## config.mk

```make
export PLATFORM = sky130hd
export DESIGN_NAME = multi_lane_upsp_dispatcher
export DESIGN_NICKNAME = d
export VERILOG_FILES = /design/src/rtl/multi_lane_upsp_dispatcher.sv
export SDC_FILE = /design/constraint.sdc
export NUM_CORES = 1
export LEC_CHECK = 0
export ABC_AREA = 1
export CORE_MARGIN = 2
export CORE_UTILIZATION = 40
export CTS_CLUSTER_DIAMETER = 40
export DETAILED_ROUTE_END_ITERATION = 7
export PLACE_DENSITY = 0.82
export SLEW_MARGIN = 20
export SYNTH_ARGS = -nofsm -noshare
export SYNTH_HDL_FRONTEND = slang
export SYNTH_SLANG_ARGS = --single-unit
```

## constraint.sdc

```tcl
create_clock -name clk -period 1.83 [get_ports clk]
set_input_delay 0.183 -clock clk [delete_from_list [all_inputs] [get_ports clk]]
set_output_delay 0.183 -clock clk [all_outputs]
set_load 0.02 [all_outputs]
```

## src/rtl/multi_lane_upsp_dispatcher.sv

```systemverilog
// multi_lane_upsp_dispatcher: round-robin fan-out of one pixel stream to N_LANES upsampling PEs with in-order result gather; UPSP_PERF_CNT_EN enables the stall counters
module multi_lane_upsp_dispatcher #(
  parameter int N_LANES        = 4,
  parameter int PIX_WIDTH      = 24,
  parameter int OUT_WIDTH      = 24,
  parameter int SRC_IMG_WIDTH  = 960,
  parameter int SRC_IMG_HEIGHT = 540,
  parameter int OUT_PER_IN     = 16,
  parameter int CNT_WIDTH      = 32
) (
  input  logic                           clk,
  input  logic                           rst,
  input  logic                           start,
  input  logic                           abort,
  output logic                           busy,
  output logic                           done,
  output logic                           err_tlast,
  output logic [CNT_WIDTH-1:0]           in_cnt,
  output logic [CNT_WIDTH-1:0]           in_stall_cnt,
  output logic [CNT_WIDTH-1:0]           out_stall_cnt,
  input  logic                           s_axis_tvalid,
  output logic                           s_axis_tready,
  input  logic [PIX_WIDTH-1:0]           s_axis_tdata,
  input  logic                           s_axis_tlast,
  output logic [N_LANES-1:0]             lane_rvalid,
  input  logic [N_LANES-1:0]             lane_rready,
  output logic [PIX_WIDTH-1:0]           lane_rdata,
  input  logic [N_LANES-1:0]             lane_wvalid,
  output logic [N_LANES-1:0]             lane_wready,
  input  logic [N_LANES*OUT_WIDTH-1:0]   lane_wdata,
  output logic                           m_axis_tvalid,
  input  logic                           m_axis_tready,
  output logic [OUT_WIDTH-1:0]           m_axis_tdata,
  output logic                           m_axis_tlast
);
  localparam int IN_TOTAL  = SRC_IMG_WIDTH * SRC_IMG_HEIGHT;
  localparam int OUT_TOTAL = IN_TOTAL * OUT_PER_IN;
  localparam int PW = N_LANES > 1 ? $clog2(N_LANES) : 1;
  localparam int WW = $clog2(OUT_PER_IN) + 1;
  localparam logic [PW-1:0]        LAST_LANE = PW'(N_LANES - 1);
  localparam logic [WW-1:0]        W_LAST    = WW'(OUT_PER_IN - 1);
  localparam logic [CNT_WIDTH-1:0] IN_LAST   = CNT_WIDTH'(IN_TOTAL - 1);
  localparam logic [CNT_WIDTH-1:0] OUT_LAST  = CNT_WIDTH'(OUT_TOTAL - 1);
  typedef enum logic [1:0] {IDLE, RUN, DRAIN, DONE} state_t;
  state_t state, state_nx;
  logic [PW-1:0] in_ptr, out_ptr;
  logic [WW-1:0] wcnt;
  logic [CNT_WIDTH-1:0] out_cnt;
  logic out_fin, active, go, kill, in_hs, in_last, ld, out_last;
  assign active        = state == RUN || state == DRAIN;
  assign go            = state == IDLE && start;
  assign kill          = active && abort;
  assign busy          = active;
  assign done          = state == DONE;
  assign s_axis_tready = state == RUN && lane_rready[in_ptr];
  assign lane_rvalid   = (state == RUN && s_axis_tvalid) ? N_LANES'(1) << in_ptr : '0;
  assign lane_rdata    = s_axis_tdata;
  assign lane_wready   = (active && (!m_axis_tvalid || m_axis_tready)) ? N_LANES'(1) << out_ptr : '0;
  assign in_hs         = s_axis_tvalid && s_axis_tready;
  assign in_last       = in_hs && in_cnt == IN_LAST;
  assign ld            = |(lane_wvalid & lane_wready);
  assign out_last      = m_axis_tvalid && m_axis_tready && m_axis_tlast;
  // frame sequencing; abort outranks the count-driven transitions, and an early final output lets RUN skip DRAIN
  always_comb begin
    state_nx = go ? RUN
             : kill ? IDLE
             : (state == RUN && in_last) ? ((out_fin || out_last) ? DONE : DRAIN)
             : (state == DRAIN && out_last) ? DONE
             : (state == DONE) ? IDLE
             : state;
  end
  // pointers, counters, tlast check and the single-stage output register
  always_ff @(posedge clk) begin
    if (rst) begin
      state         <= IDLE;
      in_ptr        <= '0;
      out_ptr       <= '0;
      wcnt          <= '0;
      in_cnt        <= '0;
      out_cnt       <= '0;
      out_fin       <= 1'b0;
      err_tlast     <= 1'b0;
      m_axis_tvalid <= 1'b0;
      m_axis_tlast  <= 1'b0;
      m_axis_tdata  <= '0;
    end else begin
      state <= state_nx;
      if (go) begin
        in_ptr    <= '0;
        out_ptr   <= '0;
        wcnt      <= '0;
        in_cnt    <= '0;
        out_cnt   <= '0;
        out_fin   <= 1'b0;
        err_tlast <= 1'b0;
      end else if (kill) begin
        in_ptr        <= '0;
        out_ptr       <= '0;
        wcnt          <= '0;
        m_axis_tvalid <= 1'b0;
      end else begin
        if (in_hs) begin
          in_ptr    <= in_ptr == LAST_LANE ? '0 : in_ptr + 1'b1;
          in_cnt    <= &in_cnt ? in_cnt : in_cnt + 1'b1;
          err_tlast <= err_tlast | (s_axis_tlast != (in_cnt == IN_LAST));
        end
        if (ld) begin
          wcnt          <= wcnt == W_LAST ? '0 : wcnt + 1'b1;
          out_ptr       <= wcnt != W_LAST ? out_ptr : out_ptr == LAST_LANE ? '0 : out_ptr + 1'b1;
          out_cnt       <= out_cnt + 1'b1;
          m_axis_tdata  <= lane_wdata[out_ptr*OUT_WIDTH +: OUT_WIDTH];
          m_axis_tlast  <= out_cnt == OUT_LAST;
          m_axis_tvalid <= 1'b1;
        end else if (m_axis_tready) begin
          m_axis_tvalid <= 1'b0;
        end
        if (out_last) out_fin <= 1'b1;
      end
    end
  end
`ifdef UPSP_PERF_CNT_EN
  // saturating stall counters, cleared as a frame starts
  always_ff @(posedge clk) begin
    if (rst || go) begin
      in_stall_cnt  <= '0;
      out_stall_cnt <= '0;
    end else begin
      if (state == RUN && s_axis_tvalid && !s_axis_tready && !(&in_stall_cnt)) in_stall_cnt <= in_stall_cnt + 1'b1;
      if (m_axis_tvalid && !m_axis_tready && !(&out_stall_cnt)) out_stall_cnt <= out_stall_cnt + 1'b1;
    end
  end
`else
  assign in_stall_cnt  = '0;
  assign out_stall_cnt = '0;
`endif
endmodule

```

==> flow_metrics.py, run 1 <==
metrics = {
    "outcome": {
        "outcome": "finished, violations left",
        "violations": "setup timing",
    },
    "clock_network": {
        "cts_buffers": 9,
        "clockBufferDepth": 2,
        "cts.sinks": 103,
        "cts_max_level": 3,
        "ctsRootBufferMaster": "clkbuf_16",
        "postCtsHoldBufs": 0,
        "clkTransAtPathRegs_ns": 0.07,
        "tritoncts": "done",
        "clock_latency_ns": 0.36,
    },
    "setup_path": {
        "critical_path_class": "reg -> reg",
        "cp_common_cell": "nand2_2",
        "worst_r2r_endpoint": "m_axis_tlast",
        "path_cells": "inv_2 > ha_4 > inv_2 > a21oi_4 > buf_6 > nand3_2 > nand2_2 > inv_1 > nand2_2 > nand2_4 > nor2_4 > buf_12 > nand2_2 > nand2_2 > nor2_1",
        "r2r_slack_ns": -0.06,
        "slowest_stage": "dfxtp_2",
        "rr_startpoint": "state[1]",
        "crit_path_start_kind": "register",
        "critical_path_arrival_ns": 2.15,
        "critical_path.top_delay_family": "simple AND/OR/NAND/NOR gates",
        "r2r_cells": 15,
        "cp_slowest_stage_delay_ns": 0.34,
        "crit_required_ns": 2.08,
        "cp_num_buf_inv": 5,
        "crit_fanout": 26,
        "end_kind": "register",
    },
    "floorplan": {
        "start_util_pct": 40.9,
        "core_area_sq_um": 18000,
        "fp.dieW_um": 139,
        "die_h_um": 139,
        "num_rows": 49,
        "die_area_sq_um": 19500,
        "ios": 293,
    },
    "timing": {
        "timing.setup.tns_ns": -1.35,
        "clock.fmax_mhz": 528,
        "drv_slew": 0,
        "fin_ws_ns": -0.0627,
        "hold_ws_ns": 0.366,
        "skew_ns": 0.0121,
        "layout_min_cycle_time_ns": 1.89,
        "min_period_over_period_pct": 103,
        "setup_violations": 39,
        "rsz0062_at_grt": "true",
        "hold_viol_final": 0,
    },
    "synthesis": {
        "synth_edf_count": 0,
        "netlist_instances": 1193,
        "yosysTopAreaCell": "dfxtp_1",
        "syn_area_sq_um": 7340,
        "syn_avg_cell_area_sq_um": 6.16,
        "async_reset_ff_share_pct": 0,
        "synth_warnings": 0,
        "netlist.area_leader.share_pct": 28.1,
        "yosys-top-cells-area": "dfxtp_1 (28%), nand2_1 (15%), nor2_1 (11%)",
        "synth_ff_type": "dfxtp_1",
        "ys_ff_latch": 103,
        "yosysSeqAreaShare_pct": 28.1,
        "synth.distinct_cells": 35,
    },
    "global_routing": {
        "grt_pass1_vias": 7676,
        "antenna_found_initial": 0,
        "track_usage_pct": 22.5,
        "grt_max_degree": 50,
        "grt_pass1_wl_um": 36500,
        "grt_overflow_total": 0,
    },
    "placed_design": {
        "place_inst": 1609,
        "gp_congestion": 0.919,
        "dp_slack_ns": -0.134,
        "portBuffers": 180,
        "dpl_cell_area_sq_um": 9480,
        "dp_hpwl_um": 17600,
    },
    "detailed_routing": {
        "vias": 8222,
        "wl_per_cell_um": 14.1,
        "drt-total-wl_um": 23100,
        "drt-pass1-iter-count": 5,
        "drc": 0,
        "vias_per_cell": 5.01,
        "final_antenna_net_count": 0,
        "drt_iter0_drc": 516,
    },
    "cells_and_area": {
        "finish.instance_area_sq_um": 10100,
        "num_antenna_cells": 0,
        "final_common_cell": "nand2_1",
        "layout_common_cells": "nand2_1 (282), nor2_1 (213), clkdlybuf4s50_1 (169)",
        "drive_gt1_share_pct": 13.9,
        "final_core_util_pct": 56.4,
        "fin_nets": 1556,
        "areaGrowthSynthToFinish_pct": 38.1,
        "fin_cells": 1640,
    },
    "hold_path": {
        "hold_depth": 0,
        "hp-start": "s_axis_tdata[11]",
        "hold_end": "lane_rdata[11]",
        "holdCritPathClass": "in -> out",
    },
    "flow_run": {
        "drv_cap": 0,
    },
    "power_and_ir_drop": {
        "power.leakage_nw": 4.04,
        "ir_drop_v": 0.000467,
        "p_per_area_nw_per_um2": 511,
        "total_power_mw": 5.18,
    },
}
kinds of logic (layout without fill, tap and decap cells):
| logic type | Yosys count | after routing | share of synthesized area, % |
|---|---|---|---|
| AOI/OAI and AO/OA | 183 | 183 | 13.4 |
| xor gates and xnor gates | 24 | 24 | 2.86 |
| adders and majority gates | 15 | 15 | 2.56 |
| buffers and inverters | 228 | 383 | 17.0 |
| DFF | 103 | 103 | 28.1 |
| other | 1 | 64 | 0.0511 |
| and+or+nand+nor | 639 | 639 | 36.1 |
synth_stat cells (2+ instances only):
master      n
ha_1       15
inv_2       3
nor3_1     22
nor2_1    219
xnor2_1     5
buf_4      94
clkbuf_1   24
o22ai_1    24
nand3_1    53
nor2_4      5
dfxtp_1   103
a21oi_1    63
o21ai_0    86
xor2_1     19
buf_2       6
buf_6       4
nand4_1    19
a211oi_1    2
nand3b_1    9
a21oi_2     4
nand2_1   300
nand2_2     7
inv_1      95
routing by layer:
layer / global-route usage [%] / routed length [um]
met1: 26.6 / 9170
met2: 40.9 / 11700
met3: 3.13 / 1400
met4: 9.20 / 751
met5: 0 / 0
worst max path at each step:
| stage | start | end | slack [ns] | cells past startpoint |
|---|---|---|---|---|
| after global placement | m_axis_tready | lane_wready[1] | -0.09 | 6 |
| after detailed placement | m_axis_tready | lane_wready[0] | -0.13 | 6 |
| final | state[1] | m_axis_tlast | -0.06 | 15 |
| after global routing | state[1] | m_axis_tlast | -0.18 | 15 |
| after floorplan | state[0] | out_cnt[22] | 0.01 | 13 |
| after CTS | state[1] | m_axis_tlast | -0.05 | 15 |
where the power goes:
group          switching [mW]  total (mW)  internal (mW)
Combinational           0.516       0.982          0.467
Sequential             0.0364        2.32           2.28
Clock                   0.932        1.88          0.944
registers in the layout (all words and copies together) (netlist names):
signal / cells
out_cnt: 32
m_axis_tlast: 1
state: 2
in_ptr: 2
out_ptr: 2
m_axis_tdata: 24
m_axis_tvalid: 1
out_fin: 1
in_cnt: 32
err_tlast: 1
wcnt: 5
timing repair:
item                                   in CTS  in global routing
setup endpoints to repair                  15                103
gates cloned                                0                  3
pin swaps                                   1                 20
endpoints found under the hold margin       0                  0
buffers inserted                            2                 10
resized for setup                          29                 87
layout make-up:
cell class	count	area, sq um
fillers	1658	7820
clock buffers	10	229
flip-flops and latches	103	2070
multi-input cells	925	4500
repair buffers	268	2630
well taps	229	287
inverters	99	377
clock inverters	6	52.6
(Power assumes the default switching activity.)
==> run 2, diff against run 1 <==
Settings changed: RECOVER_POWER set to 25.
==> run 2 against run 1 <==
  * Fmax hardly changed
  * Sequential cell count stayed put
  * Routed wire length is 0.14% lower
  * Total power hardly changed
  * Utilization hardly changed
  * Via count is 0.49% higher
  * Count of clock-buffer cells in the layout stayed put
  * Cell area hardly changed
  * Non-clock buffer count stayed put
  * Clock skew hardly changed
  * Critical path depth is 2 lower
  * The run still ends with setup timing left
==> flow_metrics.py, run 2 (synthesized netlist as in run 1, its figures left out) <==
metrics = {
    "timing": {
        "clock.fmax_mhz": 528,
        "hold_viol_final": 0,
        "layout_min_cycle_time_ns": 1.89,
        "skew_ns": 0.0124,
        "fin_ws_ns": -0.0624,
        "drv_slew": 0,
        "setup_violations": 40,
        "rsz0062_at_grt": "true",
        "min_period_over_period_pct": 103,
    },
    "clock_network": {
        "clkTransAtPathRegs_ns": 0.07,
        "cts_buffers": 9,
        "ctsRootBufferMaster": "clkbuf_16",
        "clockBufferDepth": 2,
        "clock_latency_ns": 0.36,
        "tritoncts": "done",
        "cts_max_level": 3,
        "cts.sinks": 103,
    },
    "floorplan": {
        "num_rows": 49,
        "die_h_um": 139,
        "fp.dieW_um": 139,
        "start_util_pct": 40.9,
        "core_area_sq_um": 18000,
        "ios": 293,
        "die_area_sq_um": 19500,
    },
    "global_routing": {
        "grt_overflow_total": 0,
        "grt_max_degree": 50,
        "antenna_found_initial": 0,
        "track_usage_pct": 22.5,
        "grt_pass1_wl_um": 36500,
        "grt_pass1_vias": 7676,
    },
    "setup_path": {
        "path_cells": "inv_2 > ha_4 > inv_2 > a21oi_4 > buf_6 > nand3_2 > nand2_2 > nor2_4 > nor2_4 > buf_6 > clkbuf_16 > nand2_1 > a21oi_1",
        "critical_path.top_delay_family": "buffers and inverters",
        "end_kind": "register",
        "critical_path_class": "reg -> reg",
        "cp_slowest_stage_delay_ns": 0.34,
        "critical_path_arrival_ns": 2.18,
        "crit_fanout": 6,
        "crit_path_start_kind": "register",
        "cp_num_buf_inv": 5,
        "crit_required_ns": 2.12,
        "slowest_stage": "dfxtp_2",
    },
    "placed_design": {
        "dpl_cell_area_sq_um": 9480,
        "dp_hpwl_um": 17600,
        "place_inst": 1609,
        "dp_slack_ns": -0.134,
        "gp_congestion": 0.919,
        "portBuffers": 180,
    },
    "cells_and_area": {
        "areaGrowthSynthToFinish_pct": 38.0,
        "layout_common_cells": "nand2_1 (282), nor2_1 (213), clkdlybuf4s50_1 (163)",
        "drive_gt1_share_pct": 13.9,
        "final_core_util_pct": 56.4,
        "num_antenna_cells": 0,
        "fin_cells": 1640,
        "largestRegisters": "in_cnt: 32 flops, out_cnt: 32 flops, m_axis_tdata: 24 flops",
        "final_common_cell": "nand2_1",
        "nFillCells": 1659,
        "finish.instance_area_sq_um": 10100,
        "fin_nets": 1556,
    },
    "detailed_routing": {
        "drt_iter0_drc": 513,
        "final_antenna_net_count": 0,
        "vias": 8262,
        "drt-total-wl_um": 23000,
        "vias_per_cell": 5.04,
        "drc": 0,
        "wl_per_cell_um": 14.1,
        "drt-pass1-iter-count": 5,
    },
    "power_and_ir_drop": {
        "p_per_area_nw_per_um2": 511,
        "ir_drop_v": 0.000465,
        "power.leakage_nw": 4.04,
    },
    "hold_path": {
        "holdCritPathClass": "in -> out",
    },
    "outcome": {
        "outcome": "finished, violations left",
        "violations": "setup timing",
    },
    "flow_run": {
        "drv_cap": 0,
    },
}
## run 2: changes by cell type in the layout (fill, tap and decap cells not counted), sizes merged
cell,change
clkdlybuf4s50,-6
dlygate4sd3,+6
clkbuf,+1
dlymetal6s2s,-1
## run 2: where the power goes
part / total (mW) / internal [mW] / switching (mW) / leakage, nW
Clock: 1.88 / 0.944 / 0.933 / 0.131
Combinational: 0.980 / 0.464 / 0.515 / 3.07
Sequential: 2.32 / 2.28 / 0.0358 / 0.836
## run 2: cell type report
type | instances | area [sq um] | share of cell area [%]
multi-input combinational | 925 | 4500 | 44.4
sequential | 103 | 2070 | 20.4
tap | 229 | 287 | 2.83
inverter | 99 | 377 | 3.72
clock buffer | 10 | 229 | 2.26
timing repair buffer | 268 | 2620 | 25.8
clock inverter | 6 | 52.6 | 0.519
## run 2: routing by layer
| metal | global-route usage, % | up-vias | share of wire (%) |
|---|---|---|---|
| met4 | 9.20 | 0 | 3.3 |
| met2 | 40.9 | 357 | 51 |
| met3 | 3.13 | 52 | 6.4 |
| met1 | 26.6 | 3755 | 39 |
| met5 | 0 | - | 0 |
| li1 | - | 4098 | - |
## run 2: worst reg2reg max path, stage by stage, from the launching register on
cell	delay (ns)
dfxtp_2	0.34
inv_2	0.06
ha_4	0.26
inv_2	0.04
a21oi_4	0.15
buf_6	0.13
nand3_2	0.08
nand2_2	0.10
nor2_4	0.05
nor2_4	0.12
buf_6	0.17
clkbuf_16	0.17
nand2_1	0.05
a21oi_1	0.11
## run 2: path summary, 6_finish.rpt
kind,startpoint,endpoint,slack (ns),cells past startpoint
max,state[1],out_cnt[28],-0.06,13
min,s_axis_tdata[11],lane_rdata[11],0.37,0
max reg2reg,state[1],out_cnt[28],-0.06,13
min reg2reg,err_tlast,err_tlast,0.46,2
## run 2: through the flow
step	total power [mW]	TNS, ns	hold WS [ns]
after floorplan	2.99	0	0.245
after global placement	3.27	-0.689	0.366
after detailed placement	3.28	-2.74	0.366
after CTS	5.15	-0.497	0.366
after global routing	5.37	-7.44	0.366
final	5.18	-1.39	0.366
## run 2: timing repair
action | in CTS | in global routing
hold endpoints to repair | 0 | 0
buffers inserted | 2 | 10
hold buffers | 0 | 0
endpoints found under the setup margin | 15 | 103
pin swaps | 1 | 20
gates resized for setup | 29 | 87
cloned | 0 | 3
